### src/rtl/prime_trial_ctrl.sv
// Trial-division primality sequencer: walks divisors d while d*d <= n through a shared remainder unit.
// Optional macro PRIME_SKIP_EVEN_EN: resolve even n>2 without a request and test odd divisors only.
//
// state | meaning
// IDLE  | no check in progress, waiting for start
// ISSUE | decide termination or hold a remainder request until accepted
// WAIT  | request accepted, waiting for its remainder
// DRAIN | aborted while a response is outstanding; swallow it
// DONE  | result final and held, waiting for start
module prime_trial_ctrl #(
  parameter int WIDTH  = 8,
  parameter int ITER_W = 8
) (
  input  logic              clk,
  input  logic              rst,
  input  logic              start_i,
  input  logic              abort_i,
  input  logic [WIDTH-1:0]  n_i,
  output logic              req_valid_o,
  input  logic              req_ready_i,
  output logic [WIDTH-1:0]  req_dividend_o,
  output logic [WIDTH-1:0]  req_divisor_o,
  input  logic              rsp_valid_i,
  input  logic [WIDTH-1:0]  rsp_rem_i,
  output logic              busy_o,
  output logic              done_o,
  output logic              prime_o,
  output logic [WIDTH-1:0]  factor_o,
  output logic [ITER_W-1:0] iter_o
);

  typedef enum logic [2:0] {
    S_IDLE,
    S_ISSUE,
    S_WAIT,
    S_DRAIN,
    S_DONE
  } state_t;

`ifdef PRIME_SKIP_EVEN_EN
  localparam bit SKIP_EVEN = 1'b1;
  localparam logic [WIDTH-1:0] D_FIRST = WIDTH'(3);
  localparam logic [WIDTH:0]   D_STEP  = (WIDTH+1)'(2);
`else
  localparam bit SKIP_EVEN = 1'b0;
  localparam logic [WIDTH-1:0] D_FIRST = WIDTH'(2);
  localparam logic [WIDTH:0]   D_STEP  = (WIDTH+1)'(1);
`endif
  localparam logic [WIDTH-1:0] D_RESET = WIDTH'(2);

  state_t             state_q, state_d;
  logic [WIDTH-1:0]   n_q, n_d;
  logic [WIDTH-1:0]   d_q, d_d;
  logic [ITER_W-1:0]  iter_q, iter_d;
  logic [WIDTH-1:0]   factor_q, factor_d;
  logic               prime_q, prime_d;
  logic               done_q, done_d;
  logic               req_valid_q, req_valid_d;
  logic               busy_q, busy_d;
  logic [WIDTH:0]     d_next;

  function automatic logic even_comp(input logic [WIDTH-1:0] n);
    return SKIP_EVEN && !n[0] && (n > WIDTH'(2));
  endfunction

  // Square computed in double width so d*d never overflows.
  function automatic logic need_req(input logic [WIDTH-1:0] n, input logic [WIDTH-1:0] d);
    logic [2*WIDTH-1:0] sq;
    sq = (2*WIDTH)'(d) * (2*WIDTH)'(d);
    return (n >= WIDTH'(2)) && !even_comp(n) && (sq <= (2*WIDTH)'(n));
  endfunction

  assign d_next = {1'b0, d_q} + D_STEP;

  always_comb begin
    state_d  = state_q;
    n_d      = n_q;
    d_d      = d_q;
    iter_d   = iter_q;
    prime_d  = prime_q;
    factor_d = factor_q;
    done_d   = 1'b0;
    case (state_q)
      S_IDLE, S_DONE: begin
        if (start_i) begin
          state_d  = S_ISSUE;
          n_d      = n_i;
          d_d      = D_FIRST;
          iter_d   = '0;
          prime_d  = 1'b0;
          factor_d = '0;
        end
      end
      S_ISSUE: begin
        if (abort_i) begin
          state_d = S_IDLE;
        end else if (req_valid_q) begin
          if (req_ready_i) begin
            state_d = S_WAIT;
            if (iter_q != '1) iter_d = iter_q + ITER_W'(1);
          end
        end else begin
          state_d = S_DONE;
          done_d  = 1'b1;
          if (n_q < WIDTH'(2)) begin
            prime_d = 1'b0;
          end else if (even_comp(n_q)) begin
            prime_d  = 1'b0;
            factor_d = WIDTH'(2);
          end else begin
            prime_d = 1'b1;
          end
        end
      end
      S_WAIT: begin
        // A response coinciding with the abort is the outstanding one, so no drain is needed.
        if (abort_i) begin
          state_d = rsp_valid_i ? S_IDLE : S_DRAIN;
        end else if (rsp_valid_i) begin
          if (rsp_rem_i == '0) begin
            state_d  = S_DONE;
            done_d   = 1'b1;
            prime_d  = 1'b0;
            factor_d = d_q;
          end else if (d_next[WIDTH]) begin
            state_d = S_DONE;
            done_d  = 1'b1;
            prime_d = 1'b1;
          end else begin
            state_d = S_ISSUE;
            d_d     = d_next[WIDTH-1:0];
          end
        end
      end
      S_DRAIN: begin
        if (rsp_valid_i) state_d = S_IDLE;
      end
      default: state_d = S_IDLE;
    endcase
    req_valid_d = (state_d == S_ISSUE) && need_req(n_d, d_d);
    busy_d      = (state_d == S_ISSUE) || (state_d == S_WAIT) || (state_d == S_DRAIN);
  end

  always_ff @(posedge clk) begin
    if (rst) begin
      state_q     <= S_IDLE;
      n_q         <= '0;
      d_q         <= D_RESET;
      iter_q      <= '0;
      prime_q     <= 1'b0;
      factor_q    <= '0;
      done_q      <= 1'b0;
      req_valid_q <= 1'b0;
      busy_q      <= 1'b0;
    end else begin
      state_q     <= state_d;
      n_q         <= n_d;
      d_q         <= d_d;
      iter_q      <= iter_d;
      prime_q     <= prime_d;
      factor_q    <= factor_d;
      done_q      <= done_d;
      req_valid_q <= req_valid_d;
      busy_q      <= busy_d;
    end
  end

  assign req_valid_o    = req_valid_q;
  assign req_dividend_o = n_q;
  assign req_divisor_o  = d_q;
  assign busy_o         = busy_q;
  assign done_o         = done_q;
  assign prime_o        = prime_q;
  assign factor_o       = factor_q;
  assign iter_o         = iter_q;

endmodule
### config.mk
export PLATFORM = sky130hd
export DESIGN_NAME = prime_trial_ctrl
export DESIGN_NICKNAME = d
export VERILOG_FILES = /design/src/rtl/prime_trial_ctrl.sv
export SDC_FILE = /design/constraint.sdc
export NUM_CORES = 1
export LEC_CHECK = 0
export CELL_PAD_IN_SITES_DETAIL_PLACEMENT = 0
export CELL_PAD_IN_SITES_GLOBAL_PLACEMENT = 1
export CORE_AREA = 2 2 104 106
export DETAILED_ROUTE_END_ITERATION = 10
export DIE_AREA = 0 0 106 108
export PLACE_DENSITY = 0.77
export SETUP_SLACK_MARGIN = 0.1
export SLEW_MARGIN = 25
export SYNTH_ARGS = -nofsm -noshare
export SYNTH_HDL_FRONTEND = slang
export SYNTH_SLANG_ARGS = --single-unit
### constraint.sdc
create_clock -name clk -period 6 [get_ports clk]
set_input_delay 0.6 -clock clk [delete_from_list [all_inputs] [get_ports clk]]
set_output_delay 0.6 -clock clk [all_outputs]
set_load 0.1 [all_outputs]
==> results of run 1 <==
[worst reg2reg max path: stages, from the launching register on]
cell and delay [ns]:
sky130_fd_sc_hd__dfxtp_4 0.40, sky130_fd_sc_hd__ha_1 0.19, sky130_fd_sc_hd__nand2_1 0.07, sky130_fd_sc_hd__or3_1 0.40, sky130_fd_sc_hd__buf_4 0.18, sky130_fd_sc_hd__nand3_4 0.08, sky130_fd_sc_hd__nor2_2 0.05, sky130_fd_sc_hd__mux2_4 0.34
sky130_fd_sc_hd__or2_1 0.26, sky130_fd_sc_hd__fa_2 0.37, sky130_fd_sc_hd__fa_1 0.53, sky130_fd_sc_hd__inv_2 0.05, sky130_fd_sc_hd__ha_4 0.25, sky130_fd_sc_hd__inv_2 0.03, sky130_fd_sc_hd__fa_1 0.51, sky130_fd_sc_hd__inv_2 0.05
sky130_fd_sc_hd__ha_4 0.30, sky130_fd_sc_hd__nor2b_4 0.17, sky130_fd_sc_hd__o21ai_2 0.08, sky130_fd_sc_hd__a21oi_2 0.13, sky130_fd_sc_hd__ha_1 0.25, sky130_fd_sc_hd__and4_1 0.17, sky130_fd_sc_hd__a221o_1 0.34, sky130_fd_sc_hd__a211oi_2 0.22
sky130_fd_sc_hd__nand4_1 0.16, sky130_fd_sc_hd__a2111oi_4 0.23
[repair_timing]
| item | CTS | global route |
|---|---|---|
| cloned | 0 | 0 |
| pin swaps | 25 | 26 |
| resized for setup | 48 | 30 |
| setup endpoints to repair | 1 | 1 |
| setup buffers | 17 | 10 |
[cells by family after synthesis]
family | Yosys count | synth area share [%]
other cells | 2 | 0.201
fa+ha+maj | 61 | 25.5
mux | 13 | 3.56
flops | 39 | 20.9
compound gates | 71 | 13.4
xor+xnor | 13 | 3.05
simple gates | 190 | 26.5
buf+inv | 59 | 6.81
[worst paths after layout]
path | to | slack (ns) | cells past startpoint
worst max-delay path | req_valid_o | 0.03 | 25
worst min-delay path | factor_o[2] | 0.47 | 2
worst max register to register | req_valid_o | 0.09 | 25
worst min register to register | factor_o[2] | 0.47 | 2
[cell usage after synthesis, drive strengths merged, types with 3 or more instances]
cell	number	area, sq um
and3	8	50.1
clkbuf	6	25.0
o2111ai	4	35.0
or2	8	50.1
inv	43	164
nor2	64	243
fa	25	500
nand3	17	85.1
a211oi	3	27.5
nor3	8	45.0
dfxtp	39	781
nand2	31	116
o211ai	3	22.5
a22oi	3	27.5
or3	4	25.0
a21o	5	37.5
xnor2	7	61.3
and2	7	43.8
ha	36	450
nor2b	7	43.8
xor2	6	52.6
nor3b	6	56.3
o21ai	9	45.0
a21oi	23	119
buf	10	65.1
or4	5	41.3
mux2i	11	110
nand4	8	50.1
nand2b	6	37.5
[layout make-up]
class	count	area share (%)
Tap cell	136	3.00
Clock buffer	5	1.21
Multi-Input combinational cell	350	53.8
Sequential cell	39	14.0
Inverter	43	2.89
Clock inverter	3	0.772
Timing Repair Buffer	163	24.3
[metrics by stage]
step | setup WS, ns | power, mW | instance area (sq um) | hold slack, ns
floorplan | 0.00450 | 0.357 | 3880 | 0.633
global placement | -0.729 | 0.399 | 5140 | 0.454
detailed placement | -0.845 | 0.401 | 5140 | 0.459
CTS | -0.0804 | 0.628 | 5460 | 0.471
global route | -0.210 | 0.651 | 5680 | 0.491
finish | 0.0268 | 0.628 | 5680 | 0.467
[power breakdown]
part | leakage [nW] | switching [mW] | internal [mW]
registers | 0.320 | 0.00557 | 0.264
clock network | 0.0581 | 0.103 | 0.124
logic | 2.13 | 0.0832 | 0.0484
total | 2.50 | 0.191 | 0.437
[per-layer routing]
layer  global-route usage, %  wire [um]  up-vias
met4                    3.76        155        0
met1                    24.3       4700     1809
met3                    2.41        412       15
met2                    33.3       5300       73
li1                        -          -     1865
met5                       0          0        -
[flip-flops by register name, indices dropped and copies added, names as in the netlist]
name            flops
req_dividend_o      8
req_valid_o         1
factor_o            8
req_divisor_o       8
state_q             3
done_o              1
iter_o              8
busy_o              1
prime_o             1
==> results.env, run 1 <==
INITIAL_ANTENNA_VIOLATION_COUNT=0
HOLD_BUFFERS=0
FF_LATCH_AREA_SQ_UM=796
WORST-PATH-BUF-INV=5
CTS_H_TREE_DEPTH=2
HOLD_CLASS='reg2reg'
SYNTHCELLS=448
MAX_CLOCK_FREQ_MHz=167
PIN_COUNT_OF_THE_BIGGEST_NET_ENTERING_GLOBAL_ROUTING=27
DP_HPWL_MM=8.21
DRT_WL_TOTAL_MM=10.6
WORST_SKEW_PAIR.LATE_LATENCY_NS=0.30
CORE_AREA_SQ_UM=10200
YS_SEQ_AREA_SHARE_PCT=20.9
PLACE_CONGESTION=0.868
DIE_HEIGHT_UM=108
ROUTED_VIA_DENSITY=5.09
NETS=685
FINAL-SETUP-VIOL-COUNT=0
DRTANTENNAVIOLNETS=0
MOSTFREQUENTLAYOUTCELL='sky130_fd_sc_hd__buf_4'
CRITPATHLAUNCH='rsp_rem_i[2]'
TIMING_MAX_TRANSITION_VIOLATIONS_FINAL=0
UNIQUE_CELL_TYPE_COUNT_IN_THE_YOSYS_NETLIST=72
TIMING.CLOCK.SKEW_NS=0.0104
ASYNC_RESET_FF_SHARE_PCT=0
DIODES=0
CLOCK-ROOT-BUFFER='sky130_fd_sc_hd__clkbuf_8'
POST_LAYOUT_NONFILLER_INSTANCES=739
FINAL_UTIL_PCT=55.5
PLACED_CELLS=705
LAYOUT_COMMON_CELLS='sky130_fd_sc_hd__buf_4, sky130_fd_sc_hd__nor2_1, sky130_fd_sc_hd__clkdlybuf4s50_1'
TIMING.CRITICAL_PATH.FROM_TYPE='input pin'
GROUTE.USAGE.OVERALL_PCT=18.6
SYNTH_EDF_COUNT=0
START_UTIL_PCT=36.4
RSZ_0062_RAISED_AFTER_GLOBAL_ROUTING='yes'
GRT_FIRST_PASS_WIRELENGTH_MM=17.6
FINAL_LAYOUT_SIZE_SUFFIX_GT1_SHARE_PCT=32.7
DIE_W_UM=106
CELL_PWR_DENSITY_nW_PER_UM2=111
CP_SLOWEST_STAGE_DELAY_NS=0.53
GLOBALROUTEOVERFLOWTOTAL=0
GRT_PASS1_VIAS=3758
DESIGN.PORTCOUNT=58
TIMING.MAX_CAP.VIOLATIONS=0
FINAL.MIN_CLOCK_PERIOD_NS=5.97
DIE_AREA_SQ_UM=11400
CLK_PIN_SLEW_WORST_PATHS_NS=0.09
MAXSLEWHEADROOM_PCT=34.0
DRTPASS1ITERATIONS=4
CRITICAL-PATH-TOP-CELL-BY-COUNT='sky130_fd_sc_hd__inv_2'
CP.ARRIVAL_NS=6.17
SETUP-TNS-FINAL_NS=0
NUM_VIAS=3762
LEAKAGEPOWER_nW=2.50
NUMCTSBUFFERS=5
POST-ROUTE-DRC-COUNT=0
TIMING.CRITICAL_PATH.MAX_DELAY_FAMILY='adder cells'
CRIT_PATH_END_KIND='flop'
FILLCELLCOUNT=927
NUMCLOCKSINKS=39
SLOWEST_STAGE='sky130_fd_sc_hd__or4_4'
CTS.PATH.MAX_BUFFERS=2
YS_DOMINANT_REG_CELL='sky130_fd_sc_hd__dfxtp_1'
POST-ROUTE-PERIOD-UTIL_PCT=99.6
PORT_BUFFERS=57
TIMING.HOLD.WORST.START='factor_o[2]'
IR_WORST_VDD_uV=80.7
TRITONCTS='done'
INITIALDRTVIOLATIONCOUNT=106
SYNTHESIS.AREA_PER_INSTANCE_SQ_UM=8.32
AREA_DELTA_SYNTH_FINAL_PCT=52.3
DRT-WIRELENGTH-PER-CELL_UM=14.3
WORST_PIN_SLEW_NS=0.987
SETUP.WORST_PATH.CLASS='in2reg'
STATUS='finished, final reports clean'
REGTOREGSTARTPOINT='req_divisor_o[0]'
ROW_COUNT=37
SYN_AREA_SQ_UM=3730
MULTI_INPUT_COMB_AREA_SQ_UM=3050
TIMING.CRITICAL_PATH.FANOUT_MAX=6
FINALHOLDVIOLATIONS=0
FF_LATCH_COUNT_SYNTH=39
CRITICAL_PATH_DATA_REQUIRED_TIME_NS=6.20
YOSYSWARNINGS=0
SYNTH_FP_NETS=531
(Power assumes the default switching activity.)
==> run 2, diff against run 1 <==
--- a/config.mk
+++ b/config.mk
@@ -5,6 +5,7 @@
 export SDC_FILE = /design/constraint.sdc
 export NUM_CORES = 1
 export LEC_CHECK = 0
+export CAP_MARGIN = 15
 export CELL_PAD_IN_SITES_DETAIL_PLACEMENT = 0
 export CELL_PAD_IN_SITES_GLOBAL_PLACEMENT = 1
 export CORE_AREA = 2 2 104 106
@@ -12,6 +13,7 @@
 export DIE_AREA = 0 0 106 108
 export PLACE_DENSITY = 0.77
 export SETUP_SLACK_MARGIN = 0.1
+export SKIP_CTS_REPAIR_TIMING = 1
 export SLEW_MARGIN = 25
 export SYNTH_ARGS = -nofsm -noshare
 export SYNTH_HDL_FRONTEND = slang
==> run 2 against run 1 <==
First-iteration DRC count fell by 11%. Cell area down 4.9%. Critical path depth up 2. Routed wire length decreased by 5.0%. Sequential cell count unchanged. Global-route usage decreased by 0.58 points. Largest cell class unchanged. Critical path type unchanged. Sequential power about the same. Non-clock buffer count fell by 21. Total power shrank 0.72%. Worst setup slack worse by 0.13 ns. Clock skew about the same. The run now ends with negative setup slack left. Core utilization decreased by 2.7 points.
==> results.env, run 2 (synthesis gave the netlist of run 1 again) <==
LAYOUT_COMMON_CELLS='sky130_fd_sc_hd__buf_4, sky130_fd_sc_hd__nor2_1, sky130_fd_sc_hd__clkdlybuf4s50_1'
CORE_AREA_SQ_UM=10200
TIMING.CRITICAL_PATH.FROM_TYPE='input pin'
FILLCELLCOUNT=956
DRTPASS1ITERATIONS=4
PLACE_WS_NS=-0.845
PLACE_CONGESTION=0.868
FF2FF_SETUP_SLACK_NS=-0.02
MAX_CLOCK_FREQ_MHz=164
LEAKAGEPOWER_nW=2.39
DIODES=0
ROUTED_VIA_DENSITY=5.04
TIMING.MAX_CAP.VIOLATIONS=0
LAYOUT.CELL_AREA.NON_FILLER_SQ_UM=5400
FINAL.SETUP.WORST_SLACK_NS=-0.105
FINALHOLDWORSTSLACK_NS=0.467
START_UTIL_PCT=36.4
CP.ARRIVAL_NS=6.30
POST-ROUTE-DRC-COUNT=0
NUM_VIAS=3618
CTS_H_TREE_DEPTH=2
CELLS_ON_WORST_REG2REG_PATH=27
FINAL-SETUP-VIOL-COUNT=1
TIMING.CRITICAL_PATH.FANOUT_MAX=4
CRITICAL_PATH_DATA_REQUIRED_TIME_NS=6.20
POST_LAYOUT_NONFILLER_INSTANCES=718
ROW_COUNT=37
SETUP-TNS-FINAL_NS=-0.105
REGTOREGSTARTPOINT='req_divisor_o[0]'
NETS=664
STATUS='complete, but fails checks'
RSZ_0062_RAISED_AFTER_GLOBAL_ROUTING='yes'
HOLD_CLASS='reg2reg'
INITIALDRTVIOLATIONCOUNT=94
PIN_COUNT_OF_THE_BIGGEST_NET_ENTERING_GLOBAL_ROUTING=27
IR_WORST_VDD_uV=79.0
SETUP.WORST_PATH.CLASS='in2reg'
PORT_BUFFERS=57
GLOBALROUTEOVERFLOWTOTAL=0
GRT_FIRST_PASS_WIRELENGTH_MM=17.1
PLACED_CELLS=705
DP_HPWL_MM=8.21
GROUTE.USAGE.OVERALL_PCT=18.1
FINAL_LAYOUT_SIZE_SUFFIX_GT1_SHARE_PCT=28.0
CLOCK-ROOT-BUFFER='sky130_fd_sc_hd__clkbuf_8'
CRIT_PATH_END_KIND='flop'
NUMCLOCKSINKS=39
WORST_R2R_DST='req_valid_o'
CTS.PATH.MAX_BUFFERS=2
FAILED_CHECKS='negative setup slack'
PLACEDINSTANCEAREA_SQ_UM=5140
CRITPATHLAUNCH='rsp_rem_i[6]'
DESIGN.PORTCOUNT=58
DRTANTENNAVIOLNETS=0
CLK_PIN_SLEW_WORST_PATHS_NS=0.08
TRITONCTS='done'
CELL_PWR_DENSITY_nW_PER_UM2=116
POST-ROUTE-PERIOD-UTIL_PCT=102
FINAL_UTIL_PCT=52.7
MAXSLEWHEADROOM_PCT=34.0
MOSTFREQUENTLAYOUTCELL='sky130_fd_sc_hd__buf_4'
DIE_HEIGHT_UM=108
DRT-WIRELENGTH-PER-CELL_UM=14.0
TOTALPOWERFINAL_mW=0.624
DIE_W_UM=106
FINAL.MIN_CLOCK_PERIOD_NS=6.10
INITIAL_ANTENNA_VIOLATION_COUNT=0
WORST_SKEW_PAIR.LATE_LATENCY_NS=0.30
NUMCTSBUFFERS=5
GRT_PASS1_VIAS=3631
DIE_AREA_SQ_UM=11400
ENDPOINT='req_valid_o'
FINALHOLDVIOLATIONS=0
TIMING_MAX_TRANSITION_VIOLATIONS_FINAL=0
TIMING.CLOCK.SKEW_NS=0.0104
WORST_PIN_SLEW_NS=0.988
DRT_WL_TOTAL_MM=10.0
AREA_DELTA_SYNTH_FINAL_PCT=44.8
[run 2: cell type report]
type                    count  area, sq um  area share, %
multi-input cells         350         2920           54.2
repair buffers            142         1230           22.8
flip-flops and latches     39          796           14.7
well taps                 136          170           3.15
inverters                  43          164           3.04
clock buffers               5         68.8           1.28
clock inverters             3         43.8          0.811
[run 2: worst max-delay path, cell delays in order]
cell                        delay, ns
sky130_fd_sc_hd__buf_6           0.09
sky130_fd_sc_hd__or4_4           0.53
sky130_fd_sc_hd__or2_4           0.28
sky130_fd_sc_hd__buf_6           0.12
sky130_fd_sc_hd__and3_4          0.15
sky130_fd_sc_hd__and2_4          0.16
sky130_fd_sc_hd__a211oi_4        0.28
sky130_fd_sc_hd__buf_6           0.16
sky130_fd_sc_hd__nor2_4          0.03
sky130_fd_sc_hd__fa_1            0.47
sky130_fd_sc_hd__xnor2_1         0.20
sky130_fd_sc_hd__xnor2_1         0.11
sky130_fd_sc_hd__fa_1            0.52
sky130_fd_sc_hd__inv_2           0.04
sky130_fd_sc_hd__fa_1            0.51
sky130_fd_sc_hd__inv_2           0.05
sky130_fd_sc_hd__ha_4            0.27
sky130_fd_sc_hd__o21ai_2         0.06
sky130_fd_sc_hd__a21oi_2         0.13
sky130_fd_sc_hd__a21oi_2         0.05
sky130_fd_sc_hd__ha_1            0.29
sky130_fd_sc_hd__and4_1          0.21
sky130_fd_sc_hd__and3_4          0.21
sky130_fd_sc_hd__nand3_2         0.08
sky130_fd_sc_hd__a211oi_2        0.23
sky130_fd_sc_hd__nand4_1         0.17
sky130_fd_sc_hd__a2111oi_4       0.30
[run 2: power by group]
part	internal, mW	total (mW)	switching, mW
clock	0.124	0.226	0.102
combinational	0.0458	0.127	0.0816
sequential	0.264	0.270	0.00561
total	0.434	0.624	0.189
[run 2: how the worst min path moves through the flow]
stage | endpoint | slack [ns] | cells past startpoint | from
after floorplan | factor_o[1] | 0.63 | 2 | req_divisor_o[1]
after global placement | factor_o[0] | 0.45 | 2 | factor_o[0]
after detailed placement | factor_o[0] | 0.46 | 2 | factor_o[0]
after CTS | factor_o[0] | 0.47 | 2 | factor_o[0]
after global routing | factor_o[4] | 0.49 | 2 | factor_o[4]
final | factor_o[2] | 0.47 | 2 | factor_o[2]
[run 2: metal layers]
layer  GRT usage [%]  share of wire (%)
met2            31.6                 49
met5               0                  0
met1            24.0                 46
met4            3.29               0.66
met3            2.65                3.9
==> run 3, diff against run 2 <==
--- a/config.mk
+++ b/config.mk
@@ -12,7 +12,7 @@
 export DETAILED_ROUTE_END_ITERATION = 10
 export DIE_AREA = 0 0 106 108
 export PLACE_DENSITY = 0.77
-export SETUP_SLACK_MARGIN = 0.1
+export SETUP_SLACK_MARGIN = 0.5
 export SKIP_CTS_REPAIR_TIMING = 1
 export SLEW_MARGIN = 25
 export SYNTH_ARGS = -nofsm -noshare
==> results of run 3 <==
No change in the layout: final DEF, timing and power equal those of run 2.
